--- config.mk ---
export PLATFORM = sky130hd
export DESIGN_NAME = spi_controller_flat
export DESIGN_NICKNAME = d
export VERILOG_FILES = /design/src/rtl/spi_pkg.sv /design/src/rtl/spi_controller_if.sv /design/src/rtl/spi_clk_div.sv /design/src/rtl/spi_controller.sv /design/src/flat_wrapper.sv
export SDC_FILE = /design/constraint.sdc
export NUM_CORES = 1
export LEC_CHECK = 0
export ABC_AREA = 1
export CORE_ASPECT_RATIO = 0.8
export CORE_UTILIZATION = 35
export CTS_BUF_LIST = sky130_fd_sc_hd__clkbuf_2 sky130_fd_sc_hd__clkbuf_4 sky130_fd_sc_hd__clkbuf_8
export DETAILED_ROUTE_END_ITERATION = 12
export PLACE_DENSITY = 0.63
export RECOVER_POWER = 100
export SLEW_MARGIN = 20
export SYNTH_ARGS = -nofsm -noshare
export SYNTH_HDL_FRONTEND = slang
export SYNTH_SLANG_ARGS = --single-unit
--- constraint.sdc ---
create_clock -name clk -period 3 [get_ports clk]
set_input_delay 0.6 -clock clk [delete_from_list [all_inputs] [get_ports clk]]
set_output_delay 0.6 -clock clk [all_outputs]
set_load 0.1 [all_outputs]
--- src/rtl/spi_pkg.sv ---
// spi_pkg: shared SPI frame geometry, register map and controller state encoding
package spi_pkg;
    localparam int SPI_FRAME_W = 16;
    localparam int SPI_ADDR_W  = 7;
    localparam int SPI_DATA_W  = 8;
    localparam int SPI_RW_BIT  = 15;

    localparam logic [SPI_ADDR_W-1:0] ADDR_EN_OUT_7_0  = 7'h00;
    localparam logic [SPI_ADDR_W-1:0] ADDR_EN_OUT_15_8 = 7'h01;
    localparam logic [SPI_ADDR_W-1:0] ADDR_EN_PWM_7_0  = 7'h02;
    localparam logic [SPI_ADDR_W-1:0] ADDR_EN_PWM_15_8 = 7'h03;
    localparam logic [SPI_ADDR_W-1:0] ADDR_PWM_DUTY    = 7'h04;

    typedef enum logic [2:0] {S_IDLE, S_SETUP, S_SHIFT, S_HOLD, S_GAP} spi_state_e;

    function automatic logic [SPI_FRAME_W-1:0] spi_frame(
        input logic                  rw,
        input logic [SPI_ADDR_W-1:0] addr,
        input logic [SPI_DATA_W-1:0] data
    );
        return {rw, addr, data};
    endfunction
endpackage

--- src/rtl/spi_controller_if.sv ---
// spi_controller_if: command handshake and completion bus of the SPI controller
interface spi_controller_if;
    import spi_pkg::*;
    logic                  cmd_valid;
    logic                  cmd_ready;
    logic                  cmd_rw;
    logic [SPI_ADDR_W-1:0] cmd_addr;
    logic [SPI_DATA_W-1:0] cmd_wdata;
    logic                  done;
    logic [SPI_DATA_W-1:0] rd_data;
    logic                  busy;

    modport master (output cmd_valid, cmd_rw, cmd_addr, cmd_wdata,
                    input  cmd_ready, done, rd_data, busy);
    modport slave  (input  cmd_valid, cmd_rw, cmd_addr, cmd_wdata,
                    output cmd_ready, done, rd_data, busy);
endinterface

--- src/rtl/spi_clk_div.sv ---
// spi_clk_div: SCLK half-period counter producing rise/fall strobes while enabled
module spi_clk_div #(
    parameter int CLK_DIV = 5
) (
    input  logic clk,
    input  logic rst_n,
    input  logic en_i,
    output logic tick_rise_o,
    output logic tick_fall_o
);
    logic [7:0] cnt_q, cnt_d;
    logic       ph_q, ph_d;
    logic       wrap;

    assign wrap        = cnt_q == 8'(CLK_DIV - 1);
    assign tick_rise_o = en_i && wrap && !ph_q;
    assign tick_fall_o = en_i && wrap && ph_q;

    // Count one half-period; phase flips at each wrap, everything clears when disabled
    always_comb begin
        cnt_d = (!en_i || wrap) ? 8'd0 : cnt_q + 8'd1;
        ph_d  = en_i && (ph_q ^ wrap);
    end

    // Counter and phase registers
    always_ff @(posedge clk or negedge rst_n) begin
        if (!rst_n) begin
            cnt_q <= '0;
            ph_q  <= 1'b0;
        end else begin
            cnt_q <= cnt_d;
            ph_q  <= ph_d;
        end
    end
endmodule

--- src/rtl/spi_controller.sv ---
// spi_controller: serialises one 16-bit command per handshake as an SPI mode-0 frame
module spi_controller
    import spi_pkg::*;
#(
    parameter int CLK_DIV    = 5,
    parameter int GAP_CYCLES = 10
) (
    input  logic             clk,
    input  logic             rst_n,
    spi_controller_if.slave  cmd,
    input  logic             cipo_i,
    output logic             ncs_o,
    output logic             sclk_o,
    output logic             copi_o
);
    localparam int GW = $clog2(GAP_CYCLES);

    if (CLK_DIV < 3 || CLK_DIV > 255) begin : g_bad_div
        $error("spi_controller: CLK_DIV must be in 3..255");
    end
    if (GAP_CYCLES < 2) begin : g_bad_gap
        $error("spi_controller: GAP_CYCLES must be at least 2");
    end

    spi_state_e             state_q, state_d;
    logic [SPI_FRAME_W-1:0] sr_q, sr_d;
    logic [3:0]             bit_q, bit_d;
    logic [GW-1:0]          gap_q, gap_d;
    logic                   rw_q, rw_d;
    logic [SPI_DATA_W-1:0]  rd_sh_q, rd_sh_d;
    logic [SPI_DATA_W-1:0]  rd_q, rd_d;
    logic                   ncs_q, ncs_d;
    logic                   sclk_q, sclk_d;
    logic                   done_q, done_d;
    logic                   ready_q, ready_d;
    logic                   cipo_m_q, cipo_s_q;
    logic                   div_en, tick_rise, tick_fall;

    assign div_en = state_q inside {S_SETUP, S_SHIFT, S_HOLD};

    spi_clk_div #(.CLK_DIV(CLK_DIV)) u_div (
        .clk        (clk),
        .rst_n      (rst_n),
        .en_i       (div_en),
        .tick_rise_o(tick_rise),
        .tick_fall_o(tick_fall)
    );

    assign ncs_o         = ncs_q;
    assign sclk_o        = sclk_q;
    assign copi_o        = sr_q[SPI_RW_BIT];
    assign cmd.cmd_ready = ready_q;
    assign cmd.busy      = !ready_q;
    assign cmd.done      = done_q;
    assign cmd.rd_data   = rd_q;

    // Next state: SETUP is the low half of bit 15, SHIFT runs until the fall after the 16th rise
    always_comb begin
        state_d = state_q;
        sr_d    = sr_q;
        bit_d   = bit_q;
        gap_d   = gap_q;
        rw_d    = rw_q;
        rd_sh_d = rd_sh_q;
        rd_d    = rd_q;
        ncs_d   = ncs_q;
        sclk_d  = sclk_q;
        done_d  = 1'b0;
        unique case (state_q)
            S_IDLE: begin
                if (cmd.cmd_valid && ready_q) begin
                    state_d = S_SETUP;
                    sr_d    = spi_frame(cmd.cmd_rw, cmd.cmd_addr, cmd.cmd_wdata);
                    rw_d    = cmd.cmd_rw;
                    bit_d   = '0;
                    ncs_d   = 1'b0;
                    sclk_d  = 1'b0;
                end
            end
            S_SETUP, S_SHIFT: begin
                if (tick_rise) begin
                    state_d = S_SHIFT;
                    sclk_d  = 1'b1;
                    if (!rw_q && bit_q[3]) rd_sh_d = {rd_sh_q[SPI_DATA_W-2:0], cipo_s_q};
                end else if (tick_fall) begin
                    sclk_d = 1'b0;
                    if (bit_q == 4'd15) begin
                        state_d = S_HOLD;
                    end else begin
                        bit_d = bit_q + 4'd1;
                        sr_d  = sr_q << 1;
                    end
                end
            end
            S_HOLD: begin
                if (tick_rise) begin
                    state_d = S_GAP;
                    ncs_d   = 1'b1;
                    done_d  = 1'b1;
                    gap_d   = '0;
                    sr_d    = '0;
                    if (!rw_q) rd_d = rd_sh_q;
                end
            end
            S_GAP: begin
                if (gap_q == GW'(GAP_CYCLES - 1)) state_d = S_IDLE;
                else gap_d = gap_q + GW'(1);
            end
            default: state_d = S_IDLE;
        endcase
        ready_d = state_d == S_IDLE;
    end

    // State, datapath and output registers; CIPO passes a 2-flop synchroniser
    always_ff @(posedge clk or negedge rst_n) begin
        if (!rst_n) begin
            state_q  <= S_IDLE;
            sr_q     <= '0;
            bit_q    <= '0;
            gap_q    <= '0;
            rw_q     <= 1'b0;
            rd_sh_q  <= '0;
            rd_q     <= '0;
            ncs_q    <= 1'b1;
            sclk_q   <= 1'b0;
            done_q   <= 1'b0;
            ready_q  <= 1'b1;
            cipo_m_q <= 1'b0;
            cipo_s_q <= 1'b0;
        end else begin
            state_q  <= state_d;
            sr_q     <= sr_d;
            bit_q    <= bit_d;
            gap_q    <= gap_d;
            rw_q     <= rw_d;
            rd_sh_q  <= rd_sh_d;
            rd_q     <= rd_d;
            ncs_q    <= ncs_d;
            sclk_q   <= sclk_d;
            done_q   <= done_d;
            ready_q  <= ready_d;
            cipo_m_q <= cipo_i;
            cipo_s_q <= cipo_m_q;
        end
    end
endmodule

--- src/flat_wrapper.sv ---
// flat-port wrapper written by rule: the top's interface ports become plain ports
module spi_controller_flat import spi_pkg::*;
#(
    parameter int CLK_DIV    = 5,
    parameter int GAP_CYCLES = 10
)
  (clk, rst_n, cipo_i, ncs_o, sclk_o, copi_o, cmd_cmd_valid, cmd_cmd_rw, cmd_cmd_addr, cmd_cmd_wdata, cmd_cmd_ready, cmd_done, cmd_rd_data, cmd_busy);
  spi_controller_if cmd_i ();
  input  logic clk;
  input  logic rst_n;
  input  logic cipo_i;
  output logic ncs_o;
  output logic sclk_o;
  output logic copi_o;
  input wire logic [$bits(cmd_i.cmd_valid)-1:0] cmd_cmd_valid;
  input wire logic [$bits(cmd_i.cmd_rw)-1:0] cmd_cmd_rw;
  input wire logic [$bits(cmd_i.cmd_addr)-1:0] cmd_cmd_addr;
  input wire logic [$bits(cmd_i.cmd_wdata)-1:0] cmd_cmd_wdata;
  output wire logic [$bits(cmd_i.cmd_ready)-1:0] cmd_cmd_ready;
  output wire logic [$bits(cmd_i.done)-1:0] cmd_done;
  output wire logic [$bits(cmd_i.rd_data)-1:0] cmd_rd_data;
  output wire logic [$bits(cmd_i.busy)-1:0] cmd_busy;
  assign cmd_i.cmd_valid = cmd_cmd_valid;
  assign cmd_i.cmd_rw = cmd_cmd_rw;
  assign cmd_i.cmd_addr = cmd_cmd_addr;
  assign cmd_i.cmd_wdata = cmd_cmd_wdata;
  assign cmd_cmd_ready = cmd_i.cmd_ready;
  assign cmd_done = cmd_i.done;
  assign cmd_rd_data = cmd_i.rd_data;
  assign cmd_busy = cmd_i.busy;
  spi_controller #(.CLK_DIV(CLK_DIV), .GAP_CYCLES(GAP_CYCLES)) u_core (.clk(clk), .rst_n(rst_n), .cmd(cmd_i), .cipo_i(cipo_i), .ncs_o(ncs_o), .sclk_o(sclk_o), .copi_o(copi_o));
endmodule
==> results of run 1 <==
-- state kept, by name, summed over array words and instances (netlist names), 3 cells and up --
register            flops
u_core.rd_sh_q          8
u_core.bit_q            4
u_core.state_q          3
u_core.u_div.cnt_q      8
u_core.sr_q            16
u_core.gap_q            4
u_core.cmd.rd_data      8
-- per-stage QoR --
step | cells | cell area (µm²)
global placement | 493 | 3300
CTS | 509 | 3550
detailed placement | 493 | 3300
finish | 509 | 3450
global route | 509 | 3450
floorplan | 359 | 2930
-- power breakdown --
| group | switching [mW] | total (mW) | internal [mW] |
|---|---|---|---|
| combinational | 0.0198 | 0.0411 | 0.0212 |
| sequential | 0.000382 | 0.797 | 0.797 |
| clock | 0.309 | 0.890 | 0.581 |
-- layer usage --
metal	GRT usage [%]	up-vias	share of wire, %
li1	-	1218	-
met1	22.6	1090	53
met2	22.0	43	42
met3	5.23	6	4.6
met4	4.29	0	0.76
met5	0	-	0
-- synthesized netlist by cell type (all sizes together) --
library cell and n:
and3b 1, nor2 33, o21ai 35, nor4 1, dfstp 2, buf 8
nor3 4, a21oi 4, nand2 123, nand3b 1, nor3b 1, clkbuf 2
dfrtp 57, nand4 5, o21a 1, inv 34, nand3 37, xor2 4
o21bai 1, ha 5
-- layout make-up --
type | instances | area (µm²) | share of cell area [%]
Clock buffer | 11 | 145 | 4.20
Timing Repair Buffer | 36 | 251 | 7.28
Clock inverter | 5 | 100 | 2.90
Tap cell | 108 | 135 | 3.91
Inverter | 34 | 128 | 3.70
Multi-Input combinational cell | 256 | 1210 | 35.2
Sequential cell | 59 | 1480 | 42.8
-- worst max-delay path, stage by stage, from the launching register on --
cell and delay, ns:
sky130_fd_sc_hd__dfrtp_1 0.40, sky130_fd_sc_hd__nor2_1 0.73, sky130_fd_sc_hd__nor2_1 0.33, sky130_fd_sc_hd__nand4_1 0.22, sky130_fd_sc_hd__nand2_1 0.15, sky130_fd_sc_hd__inv_1 0.14
sky130_fd_sc_hd__nand3_4 0.19, sky130_fd_sc_hd__nand2_1 0.11, sky130_fd_sc_hd__nand2_1 0.06
-- cell usage in the layout, fill, tap and decap left out --
cell type,Yosys,final
sky130_fd_sc_hd__nand2_1,120,120
sky130_fd_sc_hd__dfrtp_1,57,57
sky130_fd_sc_hd__nand3_1,34,35
sky130_fd_sc_hd__o21ai_0,27,35
sky130_fd_sc_hd__inv_1,33,34
sky130_fd_sc_hd__nor2_1,28,31
sky130_fd_sc_hd__clkdlybuf4s50_1,0,17
sky130_fd_sc_hd__clkbuf_1,2,17
sky130_fd_sc_hd__clkbuf_8,0,10
sky130_fd_sc_hd__nand4_1,5,5
sky130_fd_sc_hd__ha_1,5,5
sky130_fd_sc_hd__nor3_1,3,4
sky130_fd_sc_hd__xor2_1,4,4
sky130_fd_sc_hd__nand2_2,3,3
sky130_fd_sc_hd__a21oi_1,3,3
sky130_fd_sc_hd__bufinv_16,0,3
sky130_fd_sc_hd__clkinv_2,0,2
sky130_fd_sc_hd__dfstp_2,2,2
sky130_fd_sc_hd__and3b_1,1,1
sky130_fd_sc_hd__nand3b_1,1,1
sky130_fd_sc_hd__nor2_2,2,1
sky130_fd_sc_hd__nand3_2,2,1
sky130_fd_sc_hd__o21a_1,1,1
sky130_fd_sc_hd__nor4_1,1,1
sky130_fd_sc_hd__a21oi_4,1,1
sky130_fd_sc_hd__o21bai_1,1,1
sky130_fd_sc_hd__nand3_4,1,1
sky130_fd_sc_hd__nor2_8,1,1
sky130_fd_sc_hd__nor3b_1,1,1
sky130_fd_sc_hd__clkbuf_4,0,1
sky130_fd_sc_hd__dlygate4sd3_1,0,1
sky130_fd_sc_hd__buf_4,1,1
-- kinds of logic after synthesis --
kind of cell               after synthesis
buffers and inverters                   44
DFF                                     59
and+or+nand+nor                        206
adders and majority gates                5
xor gates and xnor gates                 4
AOI/OAI and AO/OA                       41
-- worst paths after layout --
| kind | from | endpoint | slack [ns] | cells past startpoint |
|---|---|---|---|---|
| max | u_core.state_q[1] | u_core.sr_q[14] | 0.57 | 8 |
| min | u_core.cipo_m_q | u_core.cipo_s_q | 0.36 | 0 |
| max reg2reg | u_core.state_q[1] | u_core.sr_q[14] | 0.57 | 8 |
| min reg2reg | u_core.cipo_m_q | u_core.cipo_s_q | 0.36 | 0 |
| max in group asynchronous | rst_n | u_core.state_q[0] | 0.80 | 2 |
| min in group asynchronous | rst_n | u_core.cmd.rd_data[0] | 0.69 | 1 |
==> results summary, run 1 <==
The H-tree depth came out at 3. In the synthesized netlist, mux cells make up 0% of the area. The area growth from synthesis to layout came out at 17.8%.

Of the post-synthesis cell area, the dominant cell type holds 48.7%. The number of hold buffers added after cts came out at 0. The total standard cell area after synthesis came out at 0.00293 mm².

Dividing total power by cell area gives a power density of 501 mW/mm². The static leakage is 1.78 nW. At the worst endpoint, the arrival time is 2.65 ns.

The number of core rows is 29. At the pin with the least slew margin, the transition time is 1.67 ns. The number of antenna violations at the first check in global routing is 0.

The count of nets left with antenna violations after detail routing is 0. The number of global-route vias before repair is 2,247. Hold is met by 0.362 ns. The total congestion overflow came out at 0.

The register bit count reported by yosys came out at 59. The total of warnings raised by yosys came out at 0. STA classifies the critical path endpoint as a register.

In the post-route analysis, the smallest setup slack over all paths is 0.573 ns. The basic-gate share of the synthesized area counting and, or, nand and nor cells came out at 31.7%. The number of endpoints with negative hold slack in the final report is 0. The number of clock buffers added by TritonCTS is 9.

The min-delay analysis places its worst path in the category reg2reg. The clock net in this run drives a total of 59 sinks. The count of boundary I/O pins came out at 34. The clock-pin slew on the worst setup and hold paths came out at 0.06 ns. The XOR/XNOR share of the synthesized area came out at 1.20%. The number of gates given a new drive strength after cts came out at 0.

The post-synthesis sequential area ratio is 50.5%. The clock period could shrink to 2.43 ns. The final reports fail on max-capacitance violations, max-slew violations. Based on the critical path, the design can be clocked at up to 0.412 GHz. The maximum number of pins on one net before global-route repair came out at 32. For the final database, setup skew stands at 0.00792 ns. The clock latency at the later pin of the worst-skew pair is 0.34 ns.

The die is 83.8 µm tall. Adding up every negative setup slack in the final design gives 0 ns. For the worst setup path, the data required time is 3.22 ns. Yosys attributes the largest share of cell area to sky130_fd_sc_hd__dfrtp_1 (49%), sky130_fd_sc_hd__nand2_1 (15%), sky130_fd_sc_hd__nand3_1 (5.8%). The detailed router finished its first iteration with 92 violations. The count of final max-slew check failures is 32. The number of buffers on the longest clock path is 2. After Yosys synthesis, full adders, half adders and majority gates account for 2.13% of the synthesized area. The startpoint kind of the worst setup timing path is a register. At the end of routability-driven placement, the weighted congestion stood at 0.741. IR analysis of the VDD net gives a maximum drop of 234 µV. The floorplan step set the die width to 104 µm. The total of max-cap violations is 1.

The compound-gate portion of the synthesized area is 7.56%. The synthesized net count is 384. The die area is 0.00874 mm². The starting density of the core came out at 36.5%. Total power for the finished layout comes to 1.73 mW. The filler cell count came out at 815. The share of post-route cells with drive strength above 1 came out at 6.73%. The floorplan step defined a core boundary enclosing 0.00802 mm². The total of buffers placed on input and output ports is 33. The cell type with the largest total area after synthesis is sky130_fd_sc_hd__dfrtp_1. The fraction of the core area covered by cells at the end of the flow came out at 43.1%. Counting every instance in the synthesized netlist gives 359. Setup violations remaining at the end of the flow were counted as 0. The mean instance size in the synthesized netlist is 8.16 µm². The detailed-placement wirelength estimate came out at 4140 µm. The critical setup path kind is reg2reg. The tightest slew margin relative to the limit is -11.6%. The count of distinct cell types in the synthesized netlist came out at 32.

Dividing the detail-routed via count by the number of cells gives 4.63. Before antenna repair, the detailed router went through 4 iterations. The placement-stage worst setup slack is 0.703 ns. Dividing the final minimum period by the clock period gives 80.9%. The global routing usage summed across all routing layers is 15.6%.

In the final routed layout, each cell accounts on average for 11.9 µm. The layout net count is 421. The first global-routing pass estimated 10,800 µm of wire. In this run the worst path has a maximum fanout of 18.

The total number of vias came out at 2,357. The number of inserted diodes is 0. The final wirelength came out at 6070 µm. The root buffer cell chosen for the clock tree is sky130_fd_sc_hd__clkbuf_8. The flow ran to the end, but the final reports show violations.

After synthesis, the largest family of logic cells by area is simple AND/OR/NAND/NOR gates. The post-CTS setup buffer count is 0. The detailed-route DRC error count came out at 0. Setup repair after global routing left no endpoint under its margin.

The CTS tree is built.
Note: power is estimated with default switching activity, not from simulation.
==> inputs of run 2 (changes only) <==
clock period = 2.37 ns   (was 3 ns; I/O delays follow)
==> run 2 against run 1 <==
  * The flow now finishes without violations
  * Final cell count grew 0.79%
  * Core utilization shrank 0.27 points
  * Global-route usage is the same
  * Die area is the same
  * Clock-buffer cell count grew 2
  * Routed wire length shrank 0.66%
  * Register-to-register slack lost 0.25 ns
  * Critical path depth shrank 7
  * Setup slack lost 0.25 ns
  * Sequential power grew 27%
  * Largest power group is now sequential cells
  * Clock skew grew 0.0015 ns
  * Highest routed layer unchanged
==> results summary, run 2 (synthesis gave the netlist of run 1 again) <==
The area growth from synthesis to layout came out at 17.1% (was 17.8%). The clock-pin slew on the worst setup and hold paths is 0.06 ns (about the same). The tightest slew margin relative to the limit is 13.8% (was -11.6%). The total congestion overflow was 0 (unchanged). The final wirelength came to 6030 µm (was 6070 µm). The flip-flop count of the largest register after layout is 16 (unchanged). The count of final max-slew check failures came to 0 (was 32). Commonest non-fill, non-tap cells in the layout: sky130_fd_sc_hd__nand2_1 (120), sky130_fd_sc_hd__dfrtp_1 (57), sky130_fd_sc_hd__nand3_1 (35), sky130_fd_sc_hd__o21ai_0 (35), sky130_fd_sc_hd__inv_1 (33) (was sky130_fd_sc_hd__nand2_1 (120), sky130_fd_sc_hd__dfrtp_1 (57), sky130_fd_sc_hd__nand3_1 (35), sky130_fd_sc_hd__o21ai_0 (35), sky130_fd_sc_hd__inv_1 (34)). The layout net count came out at 426 (was 421). The area of the core was 0.00802 mm² (unchanged). The clock latency at the later pin of the worst-skew pair came to 0.35 ns (was 0.34 ns). The library cell used as clock root buffer is sky130_fd_sc_hd__clkbuf_8 (unchanged). The register with the highest flop count is u_core.sr_q (unchanged). The setup clock skew after layout is 0.00945 ns (was 0.00792 ns). The clock net sink count was 59 (unchanged). The fmax is 0.488 GHz.

The total number of vias came to 2,352 (was 2,357). The CTS tree is built (unchanged). The starting density of the core is 36.5% (unchanged). The critical path required time is 1.90 ns (was 3.22 ns). The area after detailed placement came to 0.00334 mm² (was 0.00330 mm²).

The stage delay of the slowest cell on the critical path was 0.87 ns (was 0.73 ns). The critical setup path kind is reg2out (was reg2reg). The count of boundary I/O pins was 34 (unchanged).

Result of the run: finished, final reports clean (was complete, but fails checks). The final setup violation count came to 0 (unchanged). The fraction of the core area covered by cells at the end of the flow came out at 42.8% (was 43.1%). The power density over the cells is 556 mW/mm² (was 501 mW/mm²). The worst hold slack is 0.354 ns (was 0.362 ns).

The post-layout instance area came out at 0.00343 mm² (was 0.00345 mm²). The endpoint class of the critical path is an output pin (was register). The power consumption came to 1.91 mW (was 1.73 mW). The average routed wire per standard cell is 11.8 µm (was 11.9 µm). The number of cells in the design after placement came to 498 (was 493). The number of buffers on the longest clock path came out at 2 (unchanged). The number of core rows came out at 29 (unchanged). The highest fanout seen on the critical path came out at 2 (was 18). The sum of negative setup slack is 0 ns (unchanged). The chip width came out at 104 µm (unchanged). The number of search-and-repair iterations in the first detailed-routing pass came out at 4 (unchanged). The number of global-route vias before repair came to 2,271 (was 2,247).

The die area is 0.00874 mm² (unchanged). The multi-input combinational cell area is 0.00122 mm² (was 0.00121 mm²). The count of nets left with antenna violations after detail routing is 0 (unchanged).

The count of buffering cells on the critical path with inverters included is 1 (unchanged). The static leakage came out at 1.78 nW (about the same). The number of gates given a new drive strength after cts is 0 (unchanged). RSZ-0062 raised after global routing: false (unchanged). The DRC violation total after the first TritonRoute iteration is 150 (was 92). The number of antenna violations at the first check in global routing came out at 0 (unchanged).

The startpoint kind of the worst setup timing path was a register (unchanged). The leading cell type in the layout, fill and taps excluded is sky130_fd_sc_hd__nand2_1 (unchanged). The storage element area came out at 0.00148 mm² (unchanged). The global-route wire length before repair is 10,600 µm (was 10,800 µm). The routability congestion estimate came out at 0.757 (was 0.741). The height of the die is 83.8 µm (unchanged). The number of endpoints with negative hold slack in the final report was 0 (unchanged). The count of placed standard cells in the final layout, fillers left out came to 513 (was 509). The setup slack of the critical path after layout is 0.321 ns (was 0.573 ns).

The library cell contributing the largest single delay on the critical path was sky130_fd_sc_hd__buf_1 (was sky130_fd_sc_hd__nor2_1). The maximum number of pins on one net before global-route repair came out at 26 (was 32). The detailed-route DRC error count came out at 0 (unchanged).

The type of the worst min-delay path is reg2reg (unchanged). The filler cell count is 828 (was 815). The cell family contributing the most delay on the critical path was buffers and inverters (was simple AND/OR/NAND/NOR gates). The number of hold buffers added after cts was 0 (unchanged). The number of buffers inserted during clock tree synthesis is 9 (unchanged). The shortest clock period the worst path allows after layout is 2.05 ns. The total of max-cap violations came out at 0 (was 1).

Chain of cells forming the critical path: buf_1 (was nor2_1, nor2_1, nand4_1, nand2_1, inv_1, nand3_4, nand2_1, nand2_1). The share of post-route cells with drive strength above 1 is 9.63% (was 6.73%). The post-CTS setup buffer count is 0 (unchanged). The number of inserted diodes is 0 (unchanged). The pin slew with the least headroom to its limit came out at 1.29 ns (was 1.67 ns). The H-tree depth came to 3 (unchanged).

The global routing usage summed across all routing layers came out at 15.6% (unchanged). The final period utilization came out at 86.5%. The worst endpoint data arrival time came out at 1.58 ns (was 2.65 ns). The total of buffers placed on input and output ports is 33 (unchanged). The detailed-route vias per instance came to 4.58 (was 4.63). The maximum VDD drop is 281 µV (was 234 µV). The placement-stage worst setup slack is 0.417 ns (was 0.703 ns). The detailed-placement wirelength estimate came to 4300 µm (was 4140 µm).
run 2: power breakdown:
group / internal, mW / total [mW] / switching (mW)
sequential: 1.01 / 1.01 / 0.000415
combinational: 0.0273 / 0.0505 / 0.0232
clock: 0.467 / 0.846 / 0.379
run 2: worst paths after layout:
path                       slack, ns                end             startpoint  cells after the start
setup / recovery                0.32     cmd_rd_data[4]  u_core.cmd.rd_data[4]                      1
hold / removal                  0.35    u_core.cipo_s_q        u_core.cipo_m_q                      0
setup reg to reg                0.32    u_core.sr_q[15]  u_core.u_div.cnt_q[0]                      9
hold reg to reg                 0.35    u_core.cipo_s_q        u_core.cipo_m_q                      0
max in group asynchronous       0.81     u_core.sr_q[5]                  rst_n                      2
min in group asynchronous       0.40  u_core.state_q[0]                  rst_n                      1
run 2: worst reg2reg max path: cells and delay by family, from the launching register on:
family | cells | cell delay, ns
adder cells (fa/ha/maj) | 1 | 0.18
AO/OA/AOI/OAI | 1 | 0.23
flip-flops | 1 | 0.42
buffers and inverters | 1 | 0.07
AND/OR/NAND/NOR | 6 | 1.05
run 2: routing by layer:
layer  part of all wire, %  vias up  global-route usage [%]
li1                      -     1225                       -
met1                    50     1069                    21.2
met2                    43       46                    22.6
met3                   5.7       12                    5.93
met4                   1.4        0                    5.45
met5                     0        -                       0
run 2: cell type report:
cell class | count | share of cell area (%)
timing repair buffer | 41 | 8.46
tap | 108 | 3.94
sequential | 59 | 43.1
clock inverter | 2 | 0.292
inverter | 34 | 3.72
clock buffer | 13 | 5.03
multi-input combinational | 256 | 35.5
